<file path="config.mk">
export PLATFORM = sky130hd
export DESIGN_NAME = elevator_car_ctrl
export DESIGN_NICKNAME = d
export VERILOG_FILES = /design/src/rtl/elevator_car_ctrl_pkg.sv /design/src/rtl/elevator_car_ctrl_dwell_counter.sv /design/src/rtl/elevator_car_ctrl.sv
export SDC_FILE = /design/constraint.sdc
export NUM_CORES = 1
export LEC_CHECK = 0
export ABC_AREA = 1
export CAP_MARGIN = 20
export CORE_ASPECT_RATIO = 0.75
export CORE_MARGIN = 5
export CORE_UTILIZATION = 30
export DETAILED_ROUTE_END_ITERATION = 10
export GPL_TIMING_DRIVEN = 1
export PLACE_DENSITY = 0.53
export SETUP_SLACK_MARGIN = 0.2
export SYNTH_ARGS = -nofsm -noshare
export SYNTH_HDL_FRONTEND = slang
export SYNTH_SLANG_ARGS = --single-unit
</file>
<file path="constraint.sdc">
create_clock -name clk -period 5.1 [get_ports clk]
set_input_delay 1.53 -clock clk [delete_from_list [all_inputs] [get_ports clk]]
set_output_delay 1.53 -clock clk [all_outputs]
set_load 0.1 [all_outputs]
</file>
<file path="src/rtl/elevator_car_ctrl_pkg.sv">
// Shared constants and state encoding for the per-car motion/door sequencer.
// Floor codes run 1..NUM_FLOORS; code 0 means "no floor".
package elevator_car_ctrl_pkg;

  localparam int NUM_FLOORS = 7;
  localparam int FLOOR_W    = 3;
  localparam int CNT_W      = 4;

  localparam logic [FLOOR_W-1:0] FLOOR_NONE = '0;

  localparam logic DIR_UP   = 1'b1;
  localparam logic DIR_DOWN = 1'b0;

  typedef enum logic [1:0] {
    ST_EVAL = 2'd0,
    ST_MOVE = 2'd1,
    ST_DOOR = 2'd2
  } state_e;

endpackage

</file>
<file path="src/rtl/elevator_car_ctrl_dwell_counter.sv">
// Tick-strobe dwell counter shared by the MOVE and DOOR phases.
// Ports: clk, rst, clear (hold at 0), tick, limit, done (limit-th tick).
module elevator_car_ctrl_dwell_counter
  import elevator_car_ctrl_pkg::*;
(
  input  logic             clk,
  input  logic             rst,
  input  logic             clear,
  input  logic             tick,
  input  logic [CNT_W-1:0] limit,
  output logic             done
);

  logic [CNT_W-1:0] r_cnt;
  logic             w_last;

  assign w_last = (r_cnt == (limit - 1'b1));
  assign done   = tick & ~clear & w_last;

  always_ff @(posedge clk) begin
    if (rst || clear || done) begin
      r_cnt <= '0;
    end else if (tick) begin
      r_cnt <= r_cnt + 1'b1;
    end
  end

endmodule

</file>
<file path="src/rtl/elevator_car_ctrl.sv">
// Per-car sequencer: floor, direction, door and dwell timing.
// Ports: clk/rst/tick/turn, hall calls, boarding slots in; floor,
// dir, door_open, moving, clr_up/clr_down/alight pulses out.
module elevator_car_ctrl
  import elevator_car_ctrl_pkg::*;
#(
  parameter int MOVE_TICKS = 2,
  parameter int DOOR_TICKS = 3
) (
  input  logic                  clk,
  input  logic                  rst,
  input  logic                  tick,
  input  logic                  turn,
  input  logic [NUM_FLOORS-1:0] up_passenger,
  input  logic [NUM_FLOORS-1:0] down_passenger,
  input  logic [5:0]            boarding,
  output logic [FLOOR_W-1:0]    curr_floor,
  output logic                  dir,
  output logic                  door_open,
  output logic                  moving,
  output logic [NUM_FLOORS-1:0] clr_up,
  output logic [NUM_FLOORS-1:0] clr_down,
  output logic [1:0]            alight
);

  state_e                r_state;
  state_e                w_state_nxt;
  logic [FLOOR_W-1:0]    r_floor;
  logic [FLOOR_W-1:0]    w_floor_nxt;
  logic                  r_dir;
  logic                  w_dir_nxt;
  logic                  r_door;
  logic                  r_moving;
  logic [NUM_FLOORS-1:0] r_clr_up;
  logic [NUM_FLOORS-1:0] r_clr_down;
  logic [1:0]            r_alight;
  logic [NUM_FLOORS-1:0] w_clr_up;
  logic [NUM_FLOORS-1:0] w_clr_down;
  logic [1:0]            w_alight;

  logic                  w_clear;
  logic                  w_done;
  logic [CNT_W-1:0]      w_limit;

  logic [NUM_FLOORS-1:0] w_here;
  logic [NUM_FLOORS-1:0] w_above;
  logic [NUM_FLOORS-1:0] w_below;
  logic [NUM_FLOORS-1:0] w_req;
  logic [FLOOR_W-1:0]    w_slot0;
  logic [FLOOR_W-1:0]    w_slot1;
  logic [1:0]            w_match;
  logic                  w_pend;
  logic                  w_stop;
  logic                  w_ahead;
  logic                  w_edge;

  // Counter idles cleared in EVAL, so a tick there never counts.
  assign w_clear = (r_state == ST_EVAL);
  assign w_limit = (r_state == ST_MOVE) ? CNT_W'(MOVE_TICKS)
                                        : CNT_W'(DOOR_TICKS);

  elevator_car_ctrl_dwell_counter u_dwell (
    .clk   (clk),
    .rst   (rst),
    .clear (w_clear),
    .tick  (tick),
    .limit (w_limit),
    .done  (w_done)
  );

  // Floor masks: bit f-1 is floor f.
  assign w_here  = NUM_FLOORS'(1) << (r_floor - 1'b1);
  assign w_above = ~((NUM_FLOORS'(1) << r_floor) - NUM_FLOORS'(1));
  assign w_below = w_here - NUM_FLOORS'(1);
  assign w_req   = up_passenger | down_passenger;

  assign w_slot0 = boarding[2:0];
  assign w_slot1 = boarding[5:3];
  assign w_match[0] = (w_slot0 != FLOOR_NONE) && (w_slot0 == r_floor);
  assign w_match[1] = (w_slot1 != FLOOR_NONE) && (w_slot1 == r_floor);

  assign w_pend = (|w_req) | (|boarding);

  assign w_stop = (r_dir & |(up_passenger & w_here))
                | (~r_dir & |(down_passenger & w_here))
                | (|w_match);

  assign w_ahead = (r_dir ? |(w_req & w_above) : |(w_req & w_below))
                 | (|boarding);

  assign w_edge = (r_dir  && r_floor == FLOOR_W'(NUM_FLOORS))
               || (!r_dir && r_floor == FLOOR_W'(1));

  always_comb begin
    w_state_nxt = r_state;
    w_floor_nxt = r_floor;
    w_dir_nxt   = r_dir;
    w_clr_up    = '0;
    w_clr_down  = '0;
    w_alight    = '0;
    unique case (r_state)
      ST_EVAL: begin
        if (w_stop) begin
          w_state_nxt = ST_DOOR;
          w_clr_up    = r_dir ? w_here : '0;
          w_clr_down  = r_dir ? '0 : w_here;
          w_alight    = w_match;
        end else if (turn && w_pend) begin
          w_dir_nxt = ~r_dir;
        end else if (w_edge && w_pend) begin
          // Turn around at the shaft ends so the floor stays in range.
          w_dir_nxt = ~r_dir;
        end else if (w_ahead) begin
          w_state_nxt = ST_MOVE;
        end
      end
      ST_MOVE: begin
        if (w_done) begin
          w_state_nxt = ST_EVAL;
          w_floor_nxt = (r_dir == DIR_DOWN) ? r_floor - 1'b1
                                            : r_floor + 1'b1;
        end
      end
      ST_DOOR: begin
        if (w_done) begin
          w_state_nxt = ST_EVAL;
        end
      end
      default: begin
        w_state_nxt = ST_EVAL;
      end
    endcase
  end

  always_ff @(posedge clk) begin
    if (rst) begin
      r_state    <= ST_EVAL;
      r_floor    <= FLOOR_W'(1);
      r_dir      <= DIR_UP;
      r_door     <= 1'b0;
      r_moving   <= 1'b0;
      r_clr_up   <= '0;
      r_clr_down <= '0;
      r_alight   <= '0;
    end else begin
      r_state    <= w_state_nxt;
      r_floor    <= w_floor_nxt;
      r_dir      <= w_dir_nxt;
      r_door     <= (w_state_nxt == ST_DOOR);
      r_moving   <= (w_state_nxt == ST_MOVE);
      r_clr_up   <= w_clr_up;
      r_clr_down <= w_clr_down;
      r_alight   <= w_alight;
    end
  end

  assign curr_floor = r_floor;
  assign dir        = r_dir;
  assign door_open  = r_door;
  assign moving     = r_moving;
  assign clr_up     = r_clr_up;
  assign clr_down   = r_clr_down;
  assign alight     = r_alight;

endmodule
</file>
==> impl_metrics.toml, run 1 <==
[status]
status = "complete, no violations"

[sta]
fin_crit_sh_pct = 73.7
drv_slew = 0
min_period_ns = 3.76
finalSetupViolations = 0
rsz0062_at_grt = "false"
tightest_slew_ns = 1.00
hold_violations = 0
fin_worst_skew_ns = 0.00991
relSlewSlack_pct = 33.0
fmax_mhz = 266
fin_tns_setup_ns = 0

[die]
die_area_um2 = 8150
die_w_um = 103
io_pins = 46
die_h_um = 79.5
start_util_pct = 30.7
num_rows = 25
core_area_um2 = 6290

[drt]
wirelength_um = 4960
via_per_inst = 4.50
detail-route-antenna-nets = 0
drc_errors = 0
dr.first_iter.drc_count = 86
dr_total_vias = 1873
wl_per_cell_um = 11.9
first_pass_iters = 4

[hold_path]
worstHoldPathType = "reg -> reg"

[worst_setup_path]
crit_chain = "clkdlybuf4s50_1"
crit_fanout = 12
critPathMaxStageDelay_ns = 1.26
worstPathArrival_ns = 2.23
start_kind = "register"
rrSetupSlack_ns = 2.30
cpMaxStageDelayCell = "clkdlybuf4s50_1"
crit_buf_inv = 1
critPathCaptureType = "output pin"
crit_type = "reg -> out"
required_ns = 3.57
crit_family = "buffers and inverters"

[synth]
yosys.area.top_type_share_pct = 29.1
post_synth_inst_count = 290
synth_cell_type_count = 32
ys_warn_count = 0
syn_area_per_cell_um2 = 6.65
synth_nets = 328
synth_top_area_cell = "dfxtp_1"
ys_seq_elements = 28
yosysSeqAreaShare_pct = 29.1
synth_area_leaders = "dfxtp_1 29%, nand2_1 12%, ha_1 9.1%"
syn_area_um2 = 1930

[global_route]
grt_use_total_pct = 13.2
grt_pass1_wl_um = 8490
grt_overflow = 0
grt_pass1_vias = 1768
grt_max_degree = 17
antenna_found_initial = 0

[clocking]
cts_made_buffers = 3
cts_max_level = 1
cts_resized = 0
cts_tree = "done"
cts_hold_buf = 0
clk_latency_ns = 0.28
root_buffer = "clkbuf_8"
cts_setup_buffers = 0
path_clk_slew_ns = 0.11
clockBufferDepth = 2
clock_sinks = 28

[final_layout]
drive_gt1_share_pct = 6.27
multi_input_area_um2 = 1160
area_delta_synth_final_pct = 30.2
fillers = 662
regArea_um2 = 561
n_antenna_cell = 0
nets = 374

[pwr]
p_total_w = 0.000603
powerDensity_nw_per_um2 = 240
peakVddDrop_v = 0.000122
power_leakage_nw = 1.15

[place]
place_hpwl_um = 3970
io_buffers = 45
gp_congestion = 0.790

[run]
cap_viol_max_count = 0
cells in the mapped netlist:
cell and n:
nand2_1 61, inv_1 43, nor2_1 43, nand3_1 29, dfxtp_1 28, ha_1 14, o21ai_0 13, a21oi_1 10
nor3_1 7, nand2_4 5, xor2_1 5, nand2_2 4, o21ai_1 3, a211oi_1 2, buf_2 2, nand4_1 2
nor2_2 2, o22ai_1 2, or2_2 2, a21boi_0 1, buf_12 1, buf_6 1, inv_6 1, nand2_8 1
nor2_4 1, nor4_1 1, o211ai_1 1, o21a_1 1, o21ai_2 1, o21bai_1 1, or3_1 1, xnor2_1 1
stage by stage:
| step | setup WS, ns | cell area [µm²] | utilization, % | instances | hold slack, ns |
|---|---|---|---|---|---|
| 5_1_grt | 1.25 | 2510 | 39.9 | 416 | 0.556 |
| 3_5_place_dp | 1.58 | 2440 | 38.8 | 412 | 0.487 |
| 4_1_cts | 1.32 | 2510 | 39.9 | 416 | 0.504 |
| 6_report | 1.34 | 2510 | 39.9 | 416 | 0.508 |
| 2_1_floorplan | 1.97 | 1930 | - | 290 | 0.465 |
| 3_3_place_gp | 1.61 | 2440 | 38.8 | 412 | 0.481 |
cell families (layout without fill, tap and decap cells):
logic type	after synthesis	count (layout)	share of synthesized area (%)
flip-flops	28	28	29.1
buffers and inverters	48	93	11.0
XOR/XNOR	6	6	2.72
AO/OA/AOI/OAI	35	35	10.2
adder cells (fa/ha/maj)	14	14	9.08
AND/OR/NAND/NOR	159	159	38.0
report_power, final:
| part | total (W) | internal, W | switching (W) |
|---|---|---|---|
| clock | 0.000180 | 0.000105 | 0.0000745 |
| sequential | 0.000240 | 0.000230 | 0.0000102 |
| combinational | 0.000183 | 0.0000597 | 0.000123 |
| total | 0.000603 | 0.000395 | 0.000208 |
sequential cells by signal (all words and copies together) (netlist names):
name	cells
alight	2
clr_down	7
clr_up	7
curr_floor	3
dir	1
door_open	1
moving	1
r_state	2
u_dwell.r_cnt	4
area by class of cell:
| type | count | share of cell area, % |
|---|---|---|
| Multi-Input combinational cell | 214 | 46.1 |
| Sequential cell | 28 | 22.3 |
| Timing Repair Buffer | 45 | 17.9 |
| Inverter | 44 | 6.78 |
| Tap cell | 81 | 4.04 |
| Clock buffer | 3 | 1.64 |
| Clock inverter | 1 | 1.20 |
path summary, 6_finish.rpt:
check / from / to / cells after the start
setup reg to reg: curr_floor[0] / door_open / 19
hold / removal: u_dwell.r_cnt[2] / u_dwell.r_cnt[2] / 2
setup / recovery: curr_floor[2] / curr_floor[2] / 1
hold reg to reg: u_dwell.r_cnt[2] / u_dwell.r_cnt[2] / 2
per-layer routing:
layer  part of all wire [%]  wire length, µm  GRT usage [%]
met5                      0                0              0
met2                     39             1910           18.8
met4                    1.0               50           2.75
met1                     52             2590           20.2
met3                    8.3              409           2.53
layout by cell type (no fill, tap or decap), types with 2 or more instances in the layout:
cell	n
nand2_1	61
clkdlybuf4s50_1	45
inv_1	43
nor2_1	43
nand3_1	29
dfxtp_1	28
ha_1	14
o21ai_0	13
a21oi_1	10
nor3_1	7
nand2_4	5
xor2_1	5
nand2_2	4
o21ai_1	3
clkbuf_8	3
o22ai_1	2
or2_2	2
nand4_1	2
nor2_2	2
a211oi_1	2
No activity file was read; power rests on OpenSTA's default activity.
==> inputs of run 2 (changes only) <==
PLACE_DENSITY = 0.55   (was 0.53)
clock period = 3 ns   (was 5.1 ns; I/O delays follow)
==> impl_metrics.toml, run 2 (same netlist as run 1, synthesis figures left out) <==
[sta]
min_period_ns = 2.56
fin_worst_skew_ns = 0.00467
fmax_mhz = 390
tightest_slew_ns = 0.397
drv_slew = 0
fin_crit_sh_pct = 85.4
hold_violations = 0
rsz0062_at_grt = "false"
finalSetupViolations = 0
fin_tns_setup_ns = 0
relSlewSlack_pct = 73.5

[status]
status = "complete, no violations"

[final_layout]
nets = 378
fillers = 634
area_delta_synth_final_pct = 30.2
n_antenna_cell = 0
final_common_cell = "nand2_1"
final_cell_mix = "61 x nand2_1, 43 x inv_1, 43 x nor2_1"
drive_gt1_share_pct = 15.3
design_area_um2 = 2510

[clocking]
cts_hold_buf = 0
clockBufferDepth = 2
cts_max_level = 1
clk_latency_ns = 0.27
cts_made_buffers = 3
path_clk_slew_ns = 0.10
root_buffer = "clkbuf_8"
cts_tree = "done"
clock_sinks = 28

[drt]
dr.first_iter.drc_count = 94
first_pass_iters = 4
detail-route-antenna-nets = 0
drc_errors = 0
dr_total_vias = 1888
wl_per_cell_um = 11.7
via_per_inst = 4.50
wirelength_um = 4920

[place]
gp_congestion = 0.840
placed_cell_area_um2 = 2400
place_hpwl_um = 4050
io_buffers = 45

[die]
die_w_um = 103
num_rows = 25
io_pins = 46
die_area_um2 = 8150
core_area_um2 = 6290
start_util_pct = 30.7
die_h_um = 79.5

[worst_setup_path]
critPathMaxStageDelay_ns = 0.40
crit_chain = "inv_1 > ha_1 > nand2_1 > ha_1 > o21ai_0 > o211ai_1 > nor2_1 > nand2_1 > nor2_1 > nand3_1 > nand2_1 > nand2_1 > nand2_1 > nand2_1 > nand2_1 > nand2_1 > nor2_2"
path_common_cell = "nand2_1"
critPathCaptureType = "register"
crit_buf_inv = 1
cpMaxStageDelayCell = "ha_1"
required_ns = 3.22
worstPathArrival_ns = 2.78
crit_fanout = 7
crit_type = "reg -> reg"
crit_family = "simple AND/OR/NAND/NOR gates"
start_kind = "register"

[pwr]
p_total_w = 0.00101
powerDensity_nw_per_um2 = 400
peakVddDrop_v = 0.000169
power_leakage_nw = 1.21

[global_route]
grt_overflow = 0
grt_pass1_vias = 1726
grt_use_total_pct = 12.7
grt_max_degree = 17
grt_pass1_wl_um = 8270
antenna_found_initial = 0

[run]
cap_viol_max_count = 0

[hold_path]
worstHoldPathType = "reg -> reg"
[run 2: path summary, 6_finish.rpt]
check / start / to / slack, ns / cells after the start
worst max-delay path: curr_floor[1] / door_open / 0.44 / 17
worst min-delay path: u_dwell.r_cnt[2] / u_dwell.r_cnt[2] / 0.50 / 2
worst min register to register: u_dwell.r_cnt[2] / u_dwell.r_cnt[2] / 0.50 / 2
worst max register to register: curr_floor[1] / door_open / 0.44 / 17
[run 2: area by class of cell]
| type | count | area, µm² | share of cell area [%] |
|---|---|---|---|
| Clock buffer | 3 | 41.3 | 1.64 |
| Clock inverter | 1 | 30.0 | 1.20 |
| Inverter | 44 | 170 | 6.77 |
| Multi-Input combinational cell | 214 | 1180 | 46.8 |
| Sequential cell | 28 | 568 | 22.6 |
| Tap cell | 81 | 101 | 4.03 |
| Timing Repair Buffer | 49 | 425 | 16.9 |
[run 2: where the power goes]
part	total (W)	internal [W]	leakage, nW	switching (W)
combinational	0.000304	0.0000976	0.944	0.000207
sequential	0.000406	0.000389	0.227	0.0000173
clock	0.000295	0.000179	0.0357	0.000117
total	0.00101	0.000665	1.21	0.000341
[run 2: repair_timing]
action,4_1_cts,5_1_grt
buffers inserted,0,2
gates resized for setup,0,6
endpoints found under the setup margin,0,4
[run 2: tightest hold or removal path: cells and delay by family (launching register included)]
| family | cells | cell delay [ns] |
|---|---|---|
| compound gates | 1 | 0.05 |
| simple gates | 1 | 0.07 |
| flops | 1 | 0.34 |
[run 2: routing by layer]
layer  part of all wire, %  vias to the layer above  GRT usage, %
met2                    41                       45          17.8
met4                  0.69                        0          2.49
li1                      -                     1020             -
met3                   6.0                        2          2.45
met1                    52                      821          19.8
met5                     0                        -             0
[run 2: metrics by stage]
step / hold slack, ns / util, % / instances / setup WS [ns]
after CTS: 0.504 / 39.3 / 418 / 0.335
after detailed placement: 0.490 / 38.2 / 414 / 0.107
after global placement: 0.485 / 38.2 / 414 / 0.155
after floorplan: 0.465 / - / 290 / 0.289
final: 0.498 / 40.0 / 420 / 0.437
after global routing: 0.538 / 40.0 / 420 / 0.212
